File: src/rtl/decode_rob_issue_queue.sv
// decode_rob_issue_queue: dual-lane in-order uop buffer between decoder and ROB dispatch; enq lanes (valid/payload in, ready out), deq lanes (valid/payload out, ready in), wfi/trap/ret controls, occupancy out
module decode_rob_issue_queue #(
  parameter int DEPTH = 8,
  parameter int PAYLOAD_W = 256
) (
  input  logic                     clk,
  input  logic                     rst,
  input  logic                     global_wfi_i,
  input  logic                     global_trap_i,
  input  logic                     global_ret_i,
  input  logic                     enq_valid_first_i,
  input  logic                     enq_valid_second_i,
  input  logic [PAYLOAD_W-1:0]     enq_payload_first_i,
  input  logic [PAYLOAD_W-1:0]     enq_payload_second_i,
  output logic                     enq_ready_first_o,
  output logic                     enq_ready_second_o,
  output logic                     deco_rob_req_valid_first_o,
  output logic                     deco_rob_req_valid_second_o,
  input  logic                     deco_rob_req_ready_first_i,
  input  logic                     deco_rob_req_ready_second_i,
  output logic [PAYLOAD_W-1:0]     deq_payload_first_o,
  output logic [PAYLOAD_W-1:0]     deq_payload_second_o,
  output logic [$clog2(DEPTH):0]   occupancy_o
);
  localparam int AW = $clog2(DEPTH);
  logic [AW:0] head_q, head_d, tail_q, tail_d, count;
  logic [AW-1:0] t0, t1, h0, h1;
  logic [PAYLOAD_W-1:0] mem_q [DEPTH];
  logic enq0, enq1, deq0, deq1, flush;
  assign count = tail_q - head_q;
  assign occupancy_o = count;
  assign flush = global_trap_i | global_ret_i;
  assign t0 = tail_q[AW-1:0];
  assign t1 = t0 + AW'(1);
  assign h0 = head_q[AW-1:0];
  assign h1 = h0 + AW'(1);
  assign enq_ready_first_o = count < (AW+1)'(DEPTH);
  assign enq_ready_second_o = count < (AW+1)'(DEPTH - 1);
  assign deco_rob_req_valid_first_o = (count != '0) & ~global_wfi_i;
  assign deco_rob_req_valid_second_o = (count > (AW+1)'(1)) & ~global_wfi_i;
  assign enq0 = enq_valid_first_i & enq_ready_first_o;
  assign enq1 = enq0 & enq_valid_second_i & enq_ready_second_o;
  assign deq0 = deco_rob_req_valid_first_o & deco_rob_req_ready_first_i;
  assign deq1 = deq0 & deco_rob_req_valid_second_o & deco_rob_req_ready_second_i;
  assign deq_payload_first_o = mem_q[h0];
  assign deq_payload_second_o = mem_q[h1];
  always_comb begin
    head_d = flush ? '0 : head_q + (AW+1)'(deq0) + (AW+1)'(deq1);
    tail_d = flush ? '0 : tail_q + (AW+1)'(enq0) + (AW+1)'(enq1);
  end
  always_ff @(posedge clk) begin
    if (rst) begin
      head_q <= '0;
      tail_q <= '0;
    end else begin
      head_q <= head_d;
      tail_q <= tail_d;
    end
  end
  // storage is unreset; pointers alone define which entries are live
  always_ff @(posedge clk) begin
    if (!rst && !flush && enq0) mem_q[t0] <= enq_payload_first_i;
    if (!rst && !flush && enq1) mem_q[t1] <= enq_payload_second_i;
  end
endmodule

File: config.mk
export PLATFORM = sky130hd
export DESIGN_NAME = decode_rob_issue_queue
export DESIGN_NICKNAME = d
export VERILOG_FILES = /design/src/rtl/decode_rob_issue_queue.sv
export SDC_FILE = /design/constraint.sdc
export NUM_CORES = 2
export LEC_CHECK = 0
export CORE_AREA = 2 2 446 448
export DETAILED_ROUTE_END_ITERATION = 12
export DIE_AREA = 0 0 448 450
export DONT_BUFFER_PORTS = 1
export GPL_TIMING_DRIVEN = 0
export HOLD_SLACK_MARGIN = 0.1
export PLACE_DENSITY = 0.87
export SLEW_MARGIN = 20
export SYNTH_ARGS = -nofsm -noshare
export SYNTH_HDL_FRONTEND = slang
export SYNTH_SLANG_ARGS = --single-unit
File: constraint.sdc
create_clock -name clk -period 69.2 [get_ports clk]
set_clock_uncertainty 0.15 [all_clocks]
set_input_delay 6.92 -clock clk [delete_from_list [all_inputs] [get_ports clk]]
set_output_delay 6.92 -clock clk [all_outputs]
set_load 0.01 [all_outputs]
# == After elaboration in Yosys (flattened, before gate mapping) ==
# Memories as Yosys holds them, arrays and structs flattened. A register that Yosys moved wholly into a read port is not among the register bits.
# Index checks and enable logic that the tools add are counted.
# classes
add_sub_neg,7
magnitude_cmp,3
n_mux,5
n_bitwise,10
reduce_logical,7
# op_table
cell,count
4-bit by 1-bit adder with 4-bit output,4
1-bit bitwise AND,8
3-bit by 1-bit adder with 3-bit output (second input constant),2
4-bit by 1-bit > comparator with 1-bit output (second input constant),1
4-bit by 3-bit less-than comparator with 1-bit output (second input constant),1
4-bit less-than comparator (second input constant),1
1-bit 2-to-1 mux,4
4-bit nonzero test,1
4-bit subtractor,1
1-bit logical AND,3
3-bit 2-to-1 mux,1
1-bit logical NOT,2
2-bit OR reduction,1
1-bit NOT,1
1-bit OR,1
# word_totals
register_bits,8
mem_bits_rw,2048
in_bits,521
wordCells,35
memories,1
# mem_list
name,words,word_bits,read_ports,rd_ports_with_merged_regs,wr,line_no,text
mem_q,8,256,2,1,2,28,logic [PAYLOAD_W-1:0] mem_q [DEPTH];

# == Longest topological paths before layout ==
# depth
word_depth,8
mapped_depth,15

# == Worst setup path after synthesis ==
# OpenSTA, ideal clock, no wires.
# synth_path
path_type,input to register
start,input rst
end,memory mem_q[0][0] (enable)
arrival_ns,32.965
t_required_ns,67.489
setup_slack_ns,34.523
path_stages,3
path_buffers,0
cell_sequence,nor3_1 nand3_1 o41ai_1
# synth_rtl
element,line_no,text
start: declaration,7,"input logic rst,"
end: declaration,28,

# == Worst setup path after layout ==
# layout_path
start,input global_wfi_i
end,output deco_rob_req_valid_first_o
# layout_via
elab_chain_cells,2
# layout_lines
element,line_no,text
start: declaration,8,"input logic global_wfi_i,"
1-bit NOT,39,assign deco_rob_req_valid_first_o = (count != '0) & ~global_wfi_i;
1-bit bitwise AND,39,
end: declaration,17,"output logic deco_rob_req_valid_first_o,"
# No other way between the ends.

==> impl_metrics.yaml <==
timing:
  rsz0062_at_grt: "false"
  hold_ws_ns: 0.430
  slew_headroom_pct: 19.6
  worst_pin_slew_ns: 1.21
  tns_ns: 0
  setup_viol: 0
  hold_viol: 0
  fmax_mhz: 67.8
  period_needed_ns: 14.75
  drv_slew: 0
  finalCritPeriodShare_pct: 21.3
cts:
  htreeDepth: 4
  clk_pin_slew_worst_paths_ns: 0.06
  tritoncts: "built"
  cts_max_path_buffers: 3
  clock-sinks: 2056
  numCtsBuffers: 212
  holdBufCountCts: 0
  clock-root-buffer: "clkbuf_16"
  clock_latency_ns: 0.90
  cts-resized-gates: 0
  post-cts-setup-buffers: 0
routing:
  dr.pass1.iters: 6
  vias_per_cell: 7.38
  wl_per_cell_um: 39.4
  ant_nets: 0
  drc_errors: 0
  drtIter0Drc: 10600
  drt_wl_total_mm: 399
  dr_total_vias: 74800
critical_path:
  r2r-end: "mem_q[0][154]"
  cp.required_ns: 62.13
  rr_worst_depth: 21
  cp_slowest_cell: "a31oi_1"
  critPathLaunchType: "input pin"
  crit_fanout: 3
  worstPathCellList: "a31oi_1"
  critPathArrivalTime_ns: 7.68
  r2r_slack_ns: 61.09
  end_kind: "primary output"
  crit_type: "input pin to primary output"
  reg2reg_from: "head_q[1]"
  crit_family: "compound AO/OA/AOI/OAI gates"
  critPathBufInv: 0
  crit_path_max_incr_delay_ns: 0.75
logic_synthesis:
  yosysWarnings: 0
  ys_ff_latch: 2056
  seq_area_frac_synth_pct: 52.5
  synthCells: 6784
  ys_types: 39
  synth_nets: 7315
  synth_area_um2: 117000
  avgSynthCellArea_um2: 17.3
pwr:
  power_uw: 2630
  p_leak_uw: 0.0426
  ir_drop_v: 0.0000238
  power_density_nw_per_um2: 20.1
layout:
  final_layout_size_suffix_gt1_share_pct: 52.9
  fin_nets: 7838
  syn2layout_area_growth_pct: 11.4
floorplanning:
  coreArea_um2: 197000
  row_count: 163
  ios: 1041
  fp.dieH_um: 450
  die_width_um: 448
  dieArea_um2: 202000
  start_util_pct: 59.8
global_route:
  grt_pass1_wl_mm: 563
  grt_pass1_vias: 76900
  grt_overflow: 0
  grt_max_degree: 17
  grt_use_total_pct: 39.3
  antenna_found_initial: 8
flow_run:
  drv_cap: 0
hold_path:
  hold_depth: 2
  hold_class: "flop to flop"
  worstHoldStart: "tail_q[3]"
  hold_path_end: "tail_q[3]"
placed_design:
  finalWeightedCongestion: 0.906
  hpwl_mm: 280
  numPortBuffers: 0
status:
  outcome: "completed"
-- per-layer routing --
layer / part of all wire [%] / vias up / wire [um] / track usage [%]
met1: 31 / 38000 / 123000 / 45.4
met4: 10 / 4 / 40700 / 31.9
met5: 0.0068 / - / 27 / 0
met3: 14 / 1592 / 55900 / 14.2
li1: - / 28900 / - / -
met2: 45 / 6296 / 179000 / 59.0
-- state kept, by name (all words and copies together), names as in the netlist --
signal and flops:
head_q 4, mem_q 2048, tail_q 4
-- metrics by stage --
step / instance area, um^2 / setup slack (ns) / std cells / util [%]
final: 131000 / 54.45 / 10100 / 66.6
after global placement: 121000 / 4.57 / 9424 / 61.4
after detailed placement: 124000 / 54.71 / 9731 / 63.1
after global routing: 131000 / 54.48 / 10100 / 66.6
after floorplan: 117000 / 34.52 / 6784 / -
after CTS: 131000 / 54.71 / 10100 / 66.6
-- cells in the mapped netlist --
cell type	number	area [um^2]
a21o_1	1	7.51
nor4_2	2	25.0
o21ai_2	8	70.1
ha_1	7	87.6
dfxtp_1	8	160
nand2_1	772	2900
inv_1	8	30.0
nand3b_1	1	7.51
o2111ai_1	2	17.5
nand3_1	3	15.0
a2111oi_4	4	110
nand4_1	1	6.26
mux2_1	282	3180
buf_6	91	1020
and2_1	3	18.8
xnor2_1	4	35.0
edfxtp_1	2048	61500
a211oi_1	3	22.5
or3_1	2	12.5
nor3_1	2	10.0
or4b_4	1	13.8
fa_1	3	60.1
a21oi_1	5	25.0
o41ai_1	2	17.5
buf_1	120	450
clkbuf_1	194	728
buf_4	115	863
and3b_1	1	8.76
o31ai_1	6	45.0
nor2b_1	1	6.26
mux2_2	2022	22800
xor2_1	5	43.8
nor2_1	6	22.5
nand2b_1	4	25.0
buf_2	19	95.1
o21ai_0	1	5.00
mux4_2	1024	23100
clkinv_1	1	3.75
a31oi_1	2	12.5
-- how the worst max path moves through the flow --
stage / depth (start not counted) / to / slack (ns) / startpoint
floorplan: 3 / mem_q[0][0] / 34.52 / rst
finish: 1 / deco_rob_req_valid_first_o / 54.45 / global_wfi_i
global placement: 3 / mem_q[0][158] / 4.57 / rst
detailed placement: 1 / deco_rob_req_valid_first_o / 54.71 / global_wfi_i
CTS: 1 / deco_rob_req_valid_first_o / 54.71 / global_wfi_i
global route: 1 / deco_rob_req_valid_second_o / 54.48 / global_wfi_i
-- where the power goes --
group	internal [uW]	switching, uW
Combinational	61.1	46.6
Sequential	1380	2.80
Clock	631	513
-- logic make-up after synthesis --
group / share of synthesized area (%)
simple gates: 2.61
mux: 41.7
xor+xnor: 0.0671
flops: 52.5
compound gates: 0.283
buf+inv: 2.72
fa+ha+maj: 0.126
-- placed cells by master, fill, tap and decap left out, drive strengths merged, types with 7 or more instances in the layout --
cell type and n:
buf 614, bufinv 17, clkbuf 498, clkinv 107, dfxtp 8, edfxtp 2048, ha 7, inv 14
mux2 2304, mux4 1024, nand2 772, o21ai 9
-- area by class of cell --
cell class	instances	area, um^2
repair buffers	309	3140
inverters	9	33.8
diodes	2	5.00
well taps	2640	3300
plain buffers	539	3250
fillers	12800	65700
clock buffers	264	5520
flip-flops and latches	2056	61700
multi-input cells	4180	52700
clock inverters	133	1280
Power figures use the tool's default switching activity.
